### config.mk
export PLATFORM = sky130hd
export DESIGN_NAME = sk6812_frame_tx_flat
export DESIGN_NICKNAME = d
export VERILOG_FILES = /design/src/rtl/sk6812_pkg.sv /design/src/rtl/sk6812_frame_tx_if.sv /design/src/rtl/sk6812_bit_timer.sv /design/src/rtl/sk6812_frame_tx.sv /design/src/flat_wrapper.sv
export SDC_FILE = /design/constraint.sdc
export NUM_CORES = 1
export LEC_CHECK = 0
export ABC_AREA = 0
export CAP_MARGIN = 10
export CELL_PAD_IN_SITES_DETAIL_PLACEMENT = 1
export CELL_PAD_IN_SITES_GLOBAL_PLACEMENT = 1
export CORE_MARGIN = 3
export CORE_UTILIZATION = 47
export DETAILED_ROUTE_END_ITERATION = 16
export HOLD_SLACK_MARGIN = 0.02
export PLACE_DENSITY = 0.83
export SYNTH_ARGS = -nofsm -noshare
export SYNTH_HDL_FRONTEND = slang
export SYNTH_SLANG_ARGS = --single-unit
### constraint.sdc
create_clock -name clk -period 6.15 [get_ports clk]
set_clock_uncertainty 0.15 [all_clocks]
set_input_delay 1.23 -clock clk [delete_from_list [all_inputs] [get_ports clk]]
set_output_delay 1.23 -clock clk [all_outputs]
set_load 0.01 [all_outputs]
### src/rtl/sk6812_pkg.sv
// Shared types and constants for the SK6812RGBW frame transmitter.
// The optional SK6812_LOOP_EN build macro is consumed by sk6812_frame_tx.
package sk6812_pkg;

    typedef enum logic [2:0] {
        IDLE = 3'd0,
        LOAD = 3'd1,
        HIGH = 3'd2,
        LOW  = 3'd3,
        GAP  = 3'd4
    } state_e;

    // Default bit timing in clock cycles for a 50 MHz system clock.
    localparam int unsigned DEF_T0H  = 32'd15;
    localparam int unsigned DEF_T1H  = 32'd30;
    localparam int unsigned DEF_TBIT = 32'd60;
    localparam int unsigned DEF_TRST = 32'd4000;

    localparam int unsigned WORD_W    = 32'd32;
    localparam int unsigned WORD_MSB  = 32'd31;
    localparam int unsigned BIT_IDX_W = 32'd5;

    typedef enum logic [1:0] {
        LANE_G = 2'd0,
        LANE_R = 2'd1,
        LANE_B = 2'd2,
        LANE_W = 2'd3
    } lane_e;

    localparam int unsigned LANE_G_LSB = 32'd24;
    localparam int unsigned LANE_R_LSB = 32'd16;
    localparam int unsigned LANE_B_LSB = 32'd8;
    localparam int unsigned LANE_W_LSB = 32'd0;

    function automatic logic [7:0] lane_byte(input logic [31:0] word, input lane_e lane);
        logic [31:0] sh;
        case (lane)
            LANE_G:  sh = word >> LANE_G_LSB;
            LANE_R:  sh = word >> LANE_R_LSB;
            LANE_B:  sh = word >> LANE_B_LSB;
            LANE_W:  sh = word >> LANE_W_LSB;
            default: sh = word;
        endcase
        return sh[7:0];
    endfunction

    function automatic int unsigned cnt_width(input int unsigned tbit, input int unsigned trst);
        int unsigned m;
        m = (tbit > trst) ? tbit : trst;
        return $clog2(m + 32'd1);
    endfunction

endpackage

### src/rtl/sk6812_frame_tx_if.sv
// Control and framebuffer-read bundle between the frame transmitter and its host/RAM.
interface sk6812_frame_tx_if #(
    parameter int unsigned ADDR_W = 6
);
    logic              start;
    logic              busy;
    logic              done;
    logic [ADDR_W-1:0] rd_addr;
    logic [31:0]       rd_data;
    logic              dout;

    modport master (
        output start,
        output rd_data,
        input  busy,
        input  done,
        input  rd_addr,
        input  dout
    );

    modport slave (
        input  start,
        input  rd_data,
        output busy,
        output done,
        output rd_addr,
        output dout
    );
endinterface

### src/rtl/sk6812_bit_timer.sv
// Cycle counter for one SK6812 bit period (high then low phase) or one low-only latch gap.
// load_i starts a bit, gap_i starts a TRST-long gap; bit_end_o marks the last cycle of either.
module sk6812_bit_timer
    import sk6812_pkg::*;
#(
    parameter int unsigned T0H  = DEF_T0H,
    parameter int unsigned T1H  = DEF_T1H,
    parameter int unsigned TBIT = DEF_TBIT,
    parameter int unsigned TRST = DEF_TRST
) (
    input  logic clk,
    input  logic rst_n,
    input  logic load_i,
    input  logic bit_i,
    input  logic gap_i,
    output logic dout_o,
    output logic high_end_o,
    output logic bit_end_o
);
    localparam int unsigned CNT_W = cnt_width(TBIT, TRST);
    localparam logic [CNT_W-1:0] BIT_LAST = CNT_W'(TBIT - 32'd1);
    localparam logic [CNT_W-1:0] GAP_LAST = CNT_W'(TRST - 32'd1);
    localparam logic [CNT_W-1:0] T0_LAST  = CNT_W'(T0H - 32'd1);
    localparam logic [CNT_W-1:0] T1_LAST  = CNT_W'(T1H - 32'd1);

    logic [CNT_W-1:0] cnt_q;
    logic [CNT_W-1:0] lim_q;
    logic [CNT_W-1:0] hi_last_q;
    logic [CNT_W-1:0] cnt_inc_s;
    logic [CNT_W-1:0] new_hi_last_s;
    logic             run_q;
    logic             is_bit_q;
    logic             dout_q;
    logic             high_end_q;
    logic             bit_end_q;

    assign cnt_inc_s     = cnt_q + CNT_W'(1);
    assign new_hi_last_s = bit_i ? T1_LAST : T0_LAST;

    // Period counter; all phase flags are computed one cycle ahead so they come straight from flops.
    always_ff @(posedge clk or negedge rst_n) begin
        if (!rst_n) begin
            cnt_q      <= '0;
            lim_q      <= '0;
            hi_last_q  <= '0;
            run_q      <= 1'b0;
            is_bit_q   <= 1'b0;
            dout_q     <= 1'b0;
            high_end_q <= 1'b0;
            bit_end_q  <= 1'b0;
        end else if (load_i) begin
            cnt_q      <= '0;
            lim_q      <= BIT_LAST;
            hi_last_q  <= new_hi_last_s;
            run_q      <= 1'b1;
            is_bit_q   <= 1'b1;
            dout_q     <= 1'b1;
            high_end_q <= (new_hi_last_s == '0);
            bit_end_q  <= 1'b0;
        end else if (gap_i) begin
            cnt_q      <= '0;
            lim_q      <= GAP_LAST;
            hi_last_q  <= '0;
            run_q      <= 1'b1;
            is_bit_q   <= 1'b0;
            dout_q     <= 1'b0;
            high_end_q <= 1'b0;
            bit_end_q  <= (GAP_LAST == '0);
        end else if (run_q && !bit_end_q) begin
            cnt_q      <= cnt_inc_s;
            dout_q     <= is_bit_q && (cnt_inc_s <= hi_last_q);
            high_end_q <= is_bit_q && (cnt_inc_s == hi_last_q);
            bit_end_q  <= (cnt_inc_s == lim_q);
        end else begin
            run_q      <= 1'b0;
            dout_q     <= 1'b0;
            high_end_q <= 1'b0;
            bit_end_q  <= 1'b0;
        end
    end

    assign dout_o     = dout_q;
    assign high_end_o = high_end_q;
    assign bit_end_o  = bit_end_q;

endmodule

### src/rtl/sk6812_frame_tx.sv
// SK6812RGBW frame transmitter: streams NUM_LEDS framebuffer words MSB first, then a latch gap.
// Build macro SK6812_LOOP_EN: restart the frame automatically after every latch gap.
module sk6812_frame_tx
    import sk6812_pkg::*;
#(
    parameter int unsigned NUM_LEDS = 35,
    parameter int unsigned ADDR_W   = 6,
    parameter int unsigned T0H      = DEF_T0H,
    parameter int unsigned T1H      = DEF_T1H,
    parameter int unsigned TBIT     = DEF_TBIT,
    parameter int unsigned TRST     = DEF_TRST
) (
    input logic         clk,
    input logic         rst_n,
    sk6812_frame_tx_if.slave bus
);
    localparam logic [ADDR_W-1:0] LAST_IDX   = ADDR_W'(NUM_LEDS - 32'd1);
    localparam logic [ADDR_W:0]   LAST_WIDE  = (ADDR_W + 1)'(NUM_LEDS - 32'd1);
    localparam logic [ADDR_W-1:0] FIRST_NEXT = (NUM_LEDS > 32'd1) ? ADDR_W'(1) : '0;

    state_e                 state_q;
    // Bits still to send in the current word; the bit on the wire lives in the timer.
    logic [WORD_MSB-1:0]    rest_q;
    logic [ADDR_W-1:0]      led_idx_q;
    logic [BIT_IDX_W-1:0]   bit_idx_q;
    logic [ADDR_W-1:0]      rd_addr_q;
    logic                   busy_q;
    logic                   done_q;

    logic                   tmr_load_s;
    logic                   tmr_bit_s;
    logic                   tmr_gap_s;
    logic                   tmr_dout_s;
    logic                   tmr_high_end_s;
    logic                   tmr_bit_end_s;
    logic                   last_bit_s;
    logic                   last_led_s;
    logic [ADDR_W:0]        addr_inc_s;
    logic [ADDR_W-1:0]      next_addr_s;

    assign last_bit_s = (bit_idx_q == 5'd0);
    assign last_led_s = (led_idx_q == LAST_IDX);
    assign addr_inc_s = {1'b0, led_idx_q} + (ADDR_W + 1)'(2);

    // Prefetch address for the word after the one being loaded, clamped at the last LED.
    always_comb begin
        if (addr_inc_s > LAST_WIDE) begin
            next_addr_s = LAST_IDX;
        end else begin
            next_addr_s = addr_inc_s[ADDR_W-1:0];
        end
    end

    // Timer kicks: a new bit starts on the same edge the FSM consumes the previous bit_end.
    always_comb begin
        tmr_load_s = 1'b0;
        tmr_bit_s  = 1'b0;
        tmr_gap_s  = 1'b0;
        case (state_q)
            LOAD: begin
                tmr_load_s = 1'b1;
                tmr_bit_s  = bus.rd_data[WORD_MSB];
            end
            LOW: begin
                if (tmr_bit_end_s) begin
                    if (!last_bit_s) begin
                        tmr_load_s = 1'b1;
                        tmr_bit_s  = rest_q[WORD_MSB-1];
                    end else if (!last_led_s) begin
                        tmr_load_s = 1'b1;
                        tmr_bit_s  = bus.rd_data[WORD_MSB];
                    end else begin
                        tmr_gap_s  = 1'b1;
                    end
                end else begin
                    tmr_load_s = 1'b0;
                end
            end
            default: begin
                tmr_load_s = 1'b0;
            end
        endcase
    end

    sk6812_bit_timer #(
        .T0H  (T0H),
        .T1H  (T1H),
        .TBIT (TBIT),
        .TRST (TRST)
    ) u_bit_timer (
        .clk        (clk),
        .rst_n      (rst_n),
        .load_i     (tmr_load_s),
        .bit_i      (tmr_bit_s),
        .gap_i      (tmr_gap_s),
        .dout_o     (tmr_dout_s),
        .high_end_o (tmr_high_end_s),
        .bit_end_o  (tmr_bit_end_s)
    );

    // Frame sequencer: word/bit indices, prefetch address and host status flags.
    always_ff @(posedge clk or negedge rst_n) begin
        if (!rst_n) begin
            state_q   <= IDLE;
            rest_q    <= '0;
            led_idx_q <= '0;
            bit_idx_q <= '0;
            rd_addr_q <= '0;
            busy_q    <= 1'b0;
            done_q    <= 1'b0;
        end else begin
            done_q <= 1'b0;
            case (state_q)
                IDLE: begin
                    rd_addr_q <= '0;
                    // A start coinciding with the done pulse is dropped.
                    if (bus.start && !done_q) begin
                        state_q <= LOAD;
                        busy_q  <= 1'b1;
                    end else begin
                        busy_q  <= 1'b0;
                    end
                end
                LOAD: begin
                    rest_q    <= bus.rd_data[WORD_MSB-1:0];
                    led_idx_q <= '0;
                    bit_idx_q <= 5'd31;
                    rd_addr_q <= FIRST_NEXT;
                    state_q   <= HIGH;
                end
                HIGH: begin
                    if (tmr_high_end_s) begin
                        state_q <= LOW;
                    end else begin
                        state_q <= HIGH;
                    end
                end
                LOW: begin
                    if (tmr_bit_end_s) begin
                        if (!last_bit_s) begin
                            rest_q    <= {rest_q[WORD_MSB-2:0], 1'b0};
                            bit_idx_q <= bit_idx_q - 5'd1;
                            state_q   <= HIGH;
                        end else if (!last_led_s) begin
                            rest_q    <= bus.rd_data[WORD_MSB-1:0];
                            led_idx_q <= led_idx_q + ADDR_W'(1);
                            bit_idx_q <= 5'd31;
                            rd_addr_q <= next_addr_s;
                            state_q   <= HIGH;
                        end else begin
                            // Point back at word 0 early so it is ready for the next LOAD.
                            rd_addr_q <= '0;
                            state_q   <= GAP;
                        end
                    end else begin
                        state_q <= LOW;
                    end
                end
                GAP: begin
                    if (tmr_bit_end_s) begin
                        done_q    <= 1'b1;
                        rd_addr_q <= '0;
`ifdef SK6812_LOOP_EN
                        state_q   <= LOAD;
                        busy_q    <= 1'b1;
`else
                        state_q   <= IDLE;
                        busy_q    <= 1'b0;
`endif
                    end else begin
                        state_q <= GAP;
                    end
                end
                default: begin
                    state_q <= IDLE;
                    busy_q  <= 1'b0;
                end
            endcase
        end
    end

    assign bus.busy    = busy_q;
    assign bus.done    = done_q;
    assign bus.rd_addr = rd_addr_q;
    assign bus.dout    = tmr_dout_s;

endmodule

### src/flat_wrapper.sv
// flat-port wrapper written by rule: the top's interface ports become plain ports
module sk6812_frame_tx_flat import sk6812_pkg::*;
#(
    parameter int unsigned NUM_LEDS = 35,
    parameter int unsigned ADDR_W   = 6,
    parameter int unsigned T0H      = DEF_T0H,
    parameter int unsigned T1H      = DEF_T1H,
    parameter int unsigned TBIT     = DEF_TBIT,
    parameter int unsigned TRST     = DEF_TRST
)
  (clk, rst_n, bus_start, bus_rd_data, bus_busy, bus_done, bus_rd_addr, bus_dout);
  sk6812_frame_tx_if #(.ADDR_W(ADDR_W)) bus_i ();
  input logic clk;
  input logic rst_n;
  input wire logic [$bits(bus_i.start)-1:0] bus_start;
  input wire logic [$bits(bus_i.rd_data)-1:0] bus_rd_data;
  output wire logic [$bits(bus_i.busy)-1:0] bus_busy;
  output wire logic [$bits(bus_i.done)-1:0] bus_done;
  output wire logic [$bits(bus_i.rd_addr)-1:0] bus_rd_addr;
  output wire logic [$bits(bus_i.dout)-1:0] bus_dout;
  assign bus_i.start = bus_start;
  assign bus_i.rd_data = bus_rd_data;
  assign bus_busy = bus_i.busy;
  assign bus_done = bus_i.done;
  assign bus_rd_addr = bus_i.rd_addr;
  assign bus_dout = bus_i.dout;
  sk6812_frame_tx #(.NUM_LEDS(NUM_LEDS), .ADDR_W(ADDR_W), .T0H(T0H), .T1H(T1H), .TBIT(TBIT), .TRST(TRST)) u_core (.clk(clk), .rst_n(rst_n), .bus(bus_i));
endmodule
# [Word level (Yosys, flattened, before mapping)]
# Cells that the tools add are included.
[word_totals] in_bits=35 out_inout_bits=9 regBits=94 word_cells=118
[classes] mux=64 bitwise=1 reduce_logical=18 magnitude_cmp=2 n_eq_ne=14 addsub=4
[ops] cell="two-way mux 31 bit" count=3
[ops] cell="two-way mux 12 bit" count=7
[ops] cell="one-hot mux 31 bit (2 select lines)" count=1
[ops] cell="two-way mux 6 bit" count=8
[ops] cell="two-way mux 1 bit" count=29
[ops] cell="equality test 12 bit" count=2
[ops] cell="one-hot mux 6 bit (4 select lines)" count=1
[ops] cell="two-way mux 5 bit" count=4
[ops] cell="two-way mux 3 bit" count=5
[ops] cell="one-hot mux 3 bit (5 select lines)" count=1
[ops] cell="adder 12 x 1 -> 12 bit, second input constant" count=1
[ops] cell="<= comparator 12 bit" count=1
[ops] cell="logical NOT 12 bit" count=1
[ops] cell="one-hot mux 6 bit (2 select lines)" count=1
[ops] cell="one-hot mux 5 bit (2 select lines)" count=1
[ops] cell="AND reduction 4 bit" count=2
[ops] cell="adder 6 x 2 -> 7 bit, second input constant" count=1
[ops] cell="greater-than comparator 7 x 6 -> 1 bit, second input constant" count=1
[ops] cell="adder 6 x 1 -> 6 bit, second input constant" count=1
[ops] cell="equality test 3 x 2 -> 1 bit, second input constant" count=2
[ops] cell="equality test 6 bit, second input constant" count=1
[ops] cell="inequality test 2 bit, second input constant" count=3
[ops] cell="logical NOT 5 bit" count=1
[ops] cell="subtractor 5 x 1 -> 5 bit, second input constant" count=1
[ops] cell="17 further kinds" count=24

# [Depth between registers and ports, before layout]
[logic_depth] word_depth=8 mapped_depth=9 depth_no_buf=9

# [By module]
# From an unflattened synthesis, not the netlist that was laid out.
[unflattened] hier_cells=395 area_unflattened_um2=4344.2
[by_module_without_submodules] mod="sk6812_frame_tx" cells_per_inst=248 seq_area_each_um2=1326.3 area_per_inst_um2=2977.9 instances=1
[by_module_without_submodules] mod="sk6812_bit_timer" cells_per_inst=147 seq_area_each_um2=525.5 area_per_inst_um2=1366.3 instances=1

# [Worst setup path before layout]
# No wires, ideal clock.
[synth_path] kind="register to register" start="reg u_core.led_idx_q[2]" end="reg u_core.rd_addr_q[0], in the netlist u_core.bus.rd_addr[0]" t_arrival_ns=1.896 synth_period_minus_slack_ns=2.142 t_required_ns=5.904 stages_incl_launch_ff=7 setup_slack_ns=4.008 setup_time_ns=0.096 n_path_buf=0 cell_sequence="dfrtp_1 ha_1 or4b_2 a21oi_1 or3b_2 a31oi_1 o31ai_1"
[synth_between] elab_chain_len=7 elab_cells_between_ends=8 cone_classes="add/sub (1); order compare (1); eq/ne (1); mux (5)"
[synth_rtl] item="from (decl)" line_no="sk6812_frame_tx.sv:24" rtl="logic [ADDR_W-1:0] led_idx_q;"
[synth_rtl] item="from (signal assigned)" line_no="sk6812_frame_tx.sv:146" rtl="led_idx_q <= led_idx_q + ADDR_W'(1);"
[synth_rtl] item="adder 6 x 2 -> 7 bit" line_no="sk6812_frame_tx.sv:43" rtl="assign addr_inc_s = {1'b0, led_idx_q} + (ADDR_W + 1)'(2);"
[synth_rtl] item="greater-than comparator 7 x 6 -> 1 bit" line_no="sk6812_frame_tx.sv:47" rtl="if (addr_inc_s > LAST_WIDE) begin"
[synth_rtl] item="two-way mux 6 bit" line_no="sk6812_frame_tx.sv:47"
[synth_rtl] item="two-way mux 6 bit *" line_no="sk6812_frame_tx.sv:144" rtl="end else if (!last_led_s) begin"
[synth_rtl] item="two-way mux 6 bit *" line_no="sk6812_frame_tx.sv:140" rtl="if (!last_bit_s) begin"
[synth_rtl] item="two-way mux 6 bit *" line_no="sk6812_frame_tx.sv:139" rtl="if (tmr_bit_end_s) begin"
[synth_rtl] item="one-hot mux 6 bit (4 select lines) *" line_no="sk6812_frame_tx.sv:113" rtl="case (state_q)"
[synth_rtl] item="to (signal assigned)" line_no="sk6812_frame_tx.sv:148" rtl="rd_addr_q <= next_addr_s;"
[synth_rtl] item="to (decl)" line_no="sk6812_frame_tx.sv:26" rtl="logic [ADDR_W-1:0] rd_addr_q;"
# Every way passes the cells marked *; elsewhere a longest branch is shown, timed or not. The select of a mux whose other input is x is not followed.
# A chain may end at the register's enable or synchronous reset.

# [Final worst setup path]
[layout_path] start="reg u_core.bit_idx_q[0]" end="reg u_core.rest_q[19]"
[layout_between] elab_chain_len=4 elab_cells_between_ends=6 cone_classes="eq/ne (1); mux (3); reduce/logical (2)"
[layout_rtl] item="from (decl)" line_no="sk6812_frame_tx.sv:25" rtl="logic [BIT_IDX_W-1:0] bit_idx_q;"
[layout_rtl] item="from (signal assigned)" line_no="sk6812_frame_tx.sv:142" rtl="bit_idx_q <= bit_idx_q - 5'd1;"
[layout_rtl] item="logical NOT 5 bit *" line_no="sk6812_frame_tx.sv:41" rtl="assign last_bit_s = (bit_idx_q == 5'd0);"
[layout_rtl] item="two-way mux 31 bit" line_no="sk6812_frame_tx.sv:140"
[layout_rtl] item="two-way mux 31 bit" line_no="sk6812_frame_tx.sv:139"
[layout_rtl] item="one-hot mux 31 bit (2 select lines)" line_no="sk6812_frame_tx.sv:113"
[layout_rtl] item="to (signal assigned)" line_no="sk6812_frame_tx.sv:125" rtl="rest_q <= bus.rd_data[WORD_MSB-1:0];"
[layout_rtl] item="to (signal assigned)" line_no="sk6812_frame_tx.sv:141" rtl="rest_q <= {rest_q[WORD_MSB-2:0], 1'b0};"
[layout_rtl] item="to (signal assigned)" line_no="sk6812_frame_tx.sv:145" rtl="rest_q <= bus.rd_data[WORD_MSB-1:0];"
[layout_rtl] item="to (decl)" line_no="sk6812_frame_tx.sv:23" rtl="logic [WORD_MSB-1:0] rest_q;"
# Marks and branches as above.

==> reports/metrics.yaml <==
outcome:
  status: "completed"
sta:
  max_freq_mhz: 374
  worst_pin_slew_ns: 1.08
  setup_viol: 0
  timing.hold.ws_ns: 0.342
  setup_tns_ns: 0
  slew_headroom: 0.281
  rsz0062_at_grt: "false"
  finalCritPeriodShare: 0.435
  slew_viol_final: 0
  period_needed_ns: 2.67
  hold_viol: 0
clock_tree:
  cts.clk_slew.worst_paths_ns: 0.09
  clkSinkCount: 74
  postCtsSetupRepairBufs: 0
  htreeDepth: 3
  clock_path_buffers: 2
  ctsHoldBuffers: 0
  cts_buffers: 9
  clk_latency_ns: 0.35
  cts_tree: "yes"
  cts_resized: 0
  root_buffer: "clkbuf_8"
final_layout:
  syn_to_final_growth_pct: 14.7
  diodes: 0
  multi_input_area_um2: 1960
  nNetsFinal: 520
  drive_above_1_share: 0.0690
  ff_latch_area_um2: 1850
  fillers: 958
synthesis:
  synth_seq_cells: 74
  synth_simple_gate_area_share: 0.238
  async_flop_share: 1.00
  synthCells: 448
  synth-compound-area-share: 0.150
  synth-main-ff-cell: "dfrtp_1"
  synth_edf_count: 0
  synthAdderAreaFrac: 0.0342
  syn_area_um2: 4030
  avgSynthCellArea_um2: 8.99
  ys_seq_area_frac: 0.460
  yosys-mux-area-fraction: 0.00497
  synth_xor_area_frac: 0.0587
  yosys_warnings: 0
  synth_cell_types: 53
  synth_top_family_by_area: "simple AND/OR/NAND/NOR gates"
  syn_nets: 494
power:
  p_int_mw: 1.10
  pwr_density_cell_nw_per_um2: 394
  leakage_nw: 1.98
  p_sw_uw: 718
  swShare: 0.395
  p_comb_frac: 0.367
  seqPwrFrac: 0.428
  power_frac_clock: 0.205
  peakVddDrop_v: 0.000132
worst_setup_path:
  crit_path_max_incr_delay_ns: 0.71
  path_delay_family: "simple AND/OR/NAND/NOR gates"
  crit_arrival_ns: 2.70
  worstPathRequired_ns: 6.18
  crit_path_end_kind: "flop"
  cp_cell_sequence: "inv_1 -> ha_1 -> nor4b_4 -> a31oi_4 -> or2_2 -> nor2_1 -> a31oi_1"
  cp_max_fo: 65
  path_class: "flop to flop"
  slowest_stage: "or2_2"
  crit_buf_inv: 1
  cp-start-kind: "flop"
global_routing:
  grt_max_degree: 75
  grt_usage: 0.208
  overflow: 0
  antenna_found_initial: 0
  grt_pass1_vias: 3411
  grt_pass1_wl_mm: 16.4
flow_run:
  maxCapViolations: 0
drt:
  drc: 0
  finalWirelength_mm: 9.61
  vias_per_cell: 5.66
  first_pass_iters: 4
  vias: 3300
  first_iter_violations: 160
  ant_nets: 0
  wl_per_cell_um: 16.5
floorplanning:
  io_pins: 44
  placementRows: 33
  coreArea_um2: 8260
  die_w_um: 98.6
  design.die.area_um2: 9710
  initial_core_util: 0.488
  die_y_um: 98.6
hold_path:
  hold_class: "flop to flop"
placement:
  gp_congestion: 0.784
  dpl.hpwl_mm: 6.52
  portBuffers: 43
==> worst reg2reg max path, stage by stage (launching register included) <==
cell	delay, ns
dfrtp_1	0.43
inv_1	0.08
ha_1	0.16
nor4b_4	0.44
a31oi_4	0.22
or2_2	0.71
nor2_1	0.26
a31oi_1	0.06
==> layout make-up <==
cell class,count,area share
Multi-Input combinational cell,331,0.424
Sequential cell,74,0.401
Timing Repair Buffer,45,0.0959
Tap cell,105,0.0285
Clock buffer,9,0.0268
Clock inverter,6,0.0127
Inverter,13,0.0106
==> layer usage <==
| metal | vias to the layer above | part of all wire | GRT usage | wire (um) |
|---|---|---|---|---|
| li1 | 1599 | - | - | - |
| met1 | 1617 | 0.46 | 0.273 | 4410 |
| met2 | 68 | 0.48 | 0.337 | 4650 |
| met3 | 16 | 0.036 | 0.0340 | 346 |
| met4 | 0 | 0.021 | 0.0977 | 199 |
| met5 | - | 0 | 0 | 0 |
==> kinds of logic (layout without fill, tap and decap cells) <==
| family | count (synthesis) | after routing |
|---|---|---|
| xor+xnor | 27 | 27 |
| buf+inv | 43 | 73 |
| simple gates | 202 | 202 |
| mux | 2 | 2 |
| compound gates | 89 | 89 |
| fa+ha+maj | 11 | 11 |
| flops | 74 | 74 |
==> Yosys cell counts (all sizes together) (3+ instances only) <==
cell,n,share of area
nand4,8,0.014
xnor2,16,0.035
and3,6,0.0093
and2,4,0.0062
buf,17,0.030
inv,13,0.012
nor2,65,0.063
nor3,4,0.0050
nor4,6,0.0093
nand2b,3,0.0047
nand2,78,0.073
clkbuf,13,0.012
a31oi,35,0.058
nor2b,3,0.0047
o31ai,4,0.0075
a211oi,5,0.011
xor2,11,0.024
a21oi,11,0.014
ha,11,0.034
o211ai,3,0.0056
dfrtp,74,0.46
or2,4,0.0062
o21ai,15,0.019
a22o,3,0.0065
nand3,10,0.012
==> path summary, 6_finish.rpt <==
| check | from | slack [ns] | to | cells past startpoint |
|---|---|---|---|---|
| worst min-delay path | u_core.bus.rd_addr[5] | 0.34 | u_core.bus.rd_addr[5] | 2 |
| min in group asynchronous | rst_n | 0.87 | u_core.bus.rd_addr[4] | 1 |
| worst min register to register | u_core.bus.rd_addr[5] | 0.34 | u_core.bus.rd_addr[5] | 2 |
| worst max-delay path | u_core.bit_idx_q[0] | 3.48 | u_core.rest_q[19] | 7 |
| max in group asynchronous | rst_n | 4.39 | u_core.rest_q[30] | 1 |
| worst max register to register | u_core.bit_idx_q[0] | 3.48 | u_core.rest_q[19] | 7 |
==> cells in the final DEF (no fill, tap or decap), types with 2 or more instances in the layout <==
cell type,count
a22o_1,3
ha_1,11
xnor2_1,16
o211ai_1,3
nand3_1,10
o2111ai_1,2
dfrtp_1,74
a211oi_1,4
nor3_1,4
o31ai_1,4
a211o_1,2
a221o_1,2
mux2i_1,2
o22ai_1,2
nor4_1,6
nand2b_1,3
inv_1,13
and2_1,4
nand4_1,7
nand2_1,78
clkdlybuf4s50_1,42
o21ai_0,15
clkbuf_8,9
or2_2,4
and3_1,6
nor4b_4,2
buf_4,3
clkinv_2,4
nor2_1,62
a21oi_1,11
nor2_2,2
xor2_1,11
or4_1,2
nor2b_1,3
a31oi_1,34
==> power by group through the flow <==
stage	Clock (mW)	Combinational [mW]	Sequential, mW
floorplan	0	0.546	0.721
global placement	0	0.626	0.771
detailed placement	0	0.675	0.784
CTS	0.379	0.679	0.776
global route	0.401	0.761	0.801
finish	0.372	0.668	0.777
==> stage by stage <==
stage,area [um2],util,worst slack (ns),cells,power [mW]
finish,4620,0.559,3.48,583,1.82
CTS,4620,0.559,3.47,583,1.83
global route,4620,0.559,3.23,583,1.96
detailed placement,4430,0.537,3.48,568,1.46
global placement,4430,0.537,3.60,568,1.40
floorplan,4030,-,4.01,448,1.27
==> state kept, by name (all words and copies together) (netlist names) <==
name	flops
u_core.rest_q	31
u_core.u_bit_timer.cnt_q	12
u_core.bus.rd_addr	6
u_core.led_idx_q	6
u_core.bit_idx_q	5
u_core.state_q	3
u_core.u_bit_timer.hi_last_q	3
u_core.u_bit_timer.lim_q	2
u_core.bus.busy	1
u_core.bus.done	1
u_core.u_bit_timer.bit_end_o	1
u_core.u_bit_timer.dout_o	1
u_core.u_bit_timer.high_end_o	1
u_core.u_bit_timer.run_q	1
No activity file was read; power rests on OpenSTA's default activity.
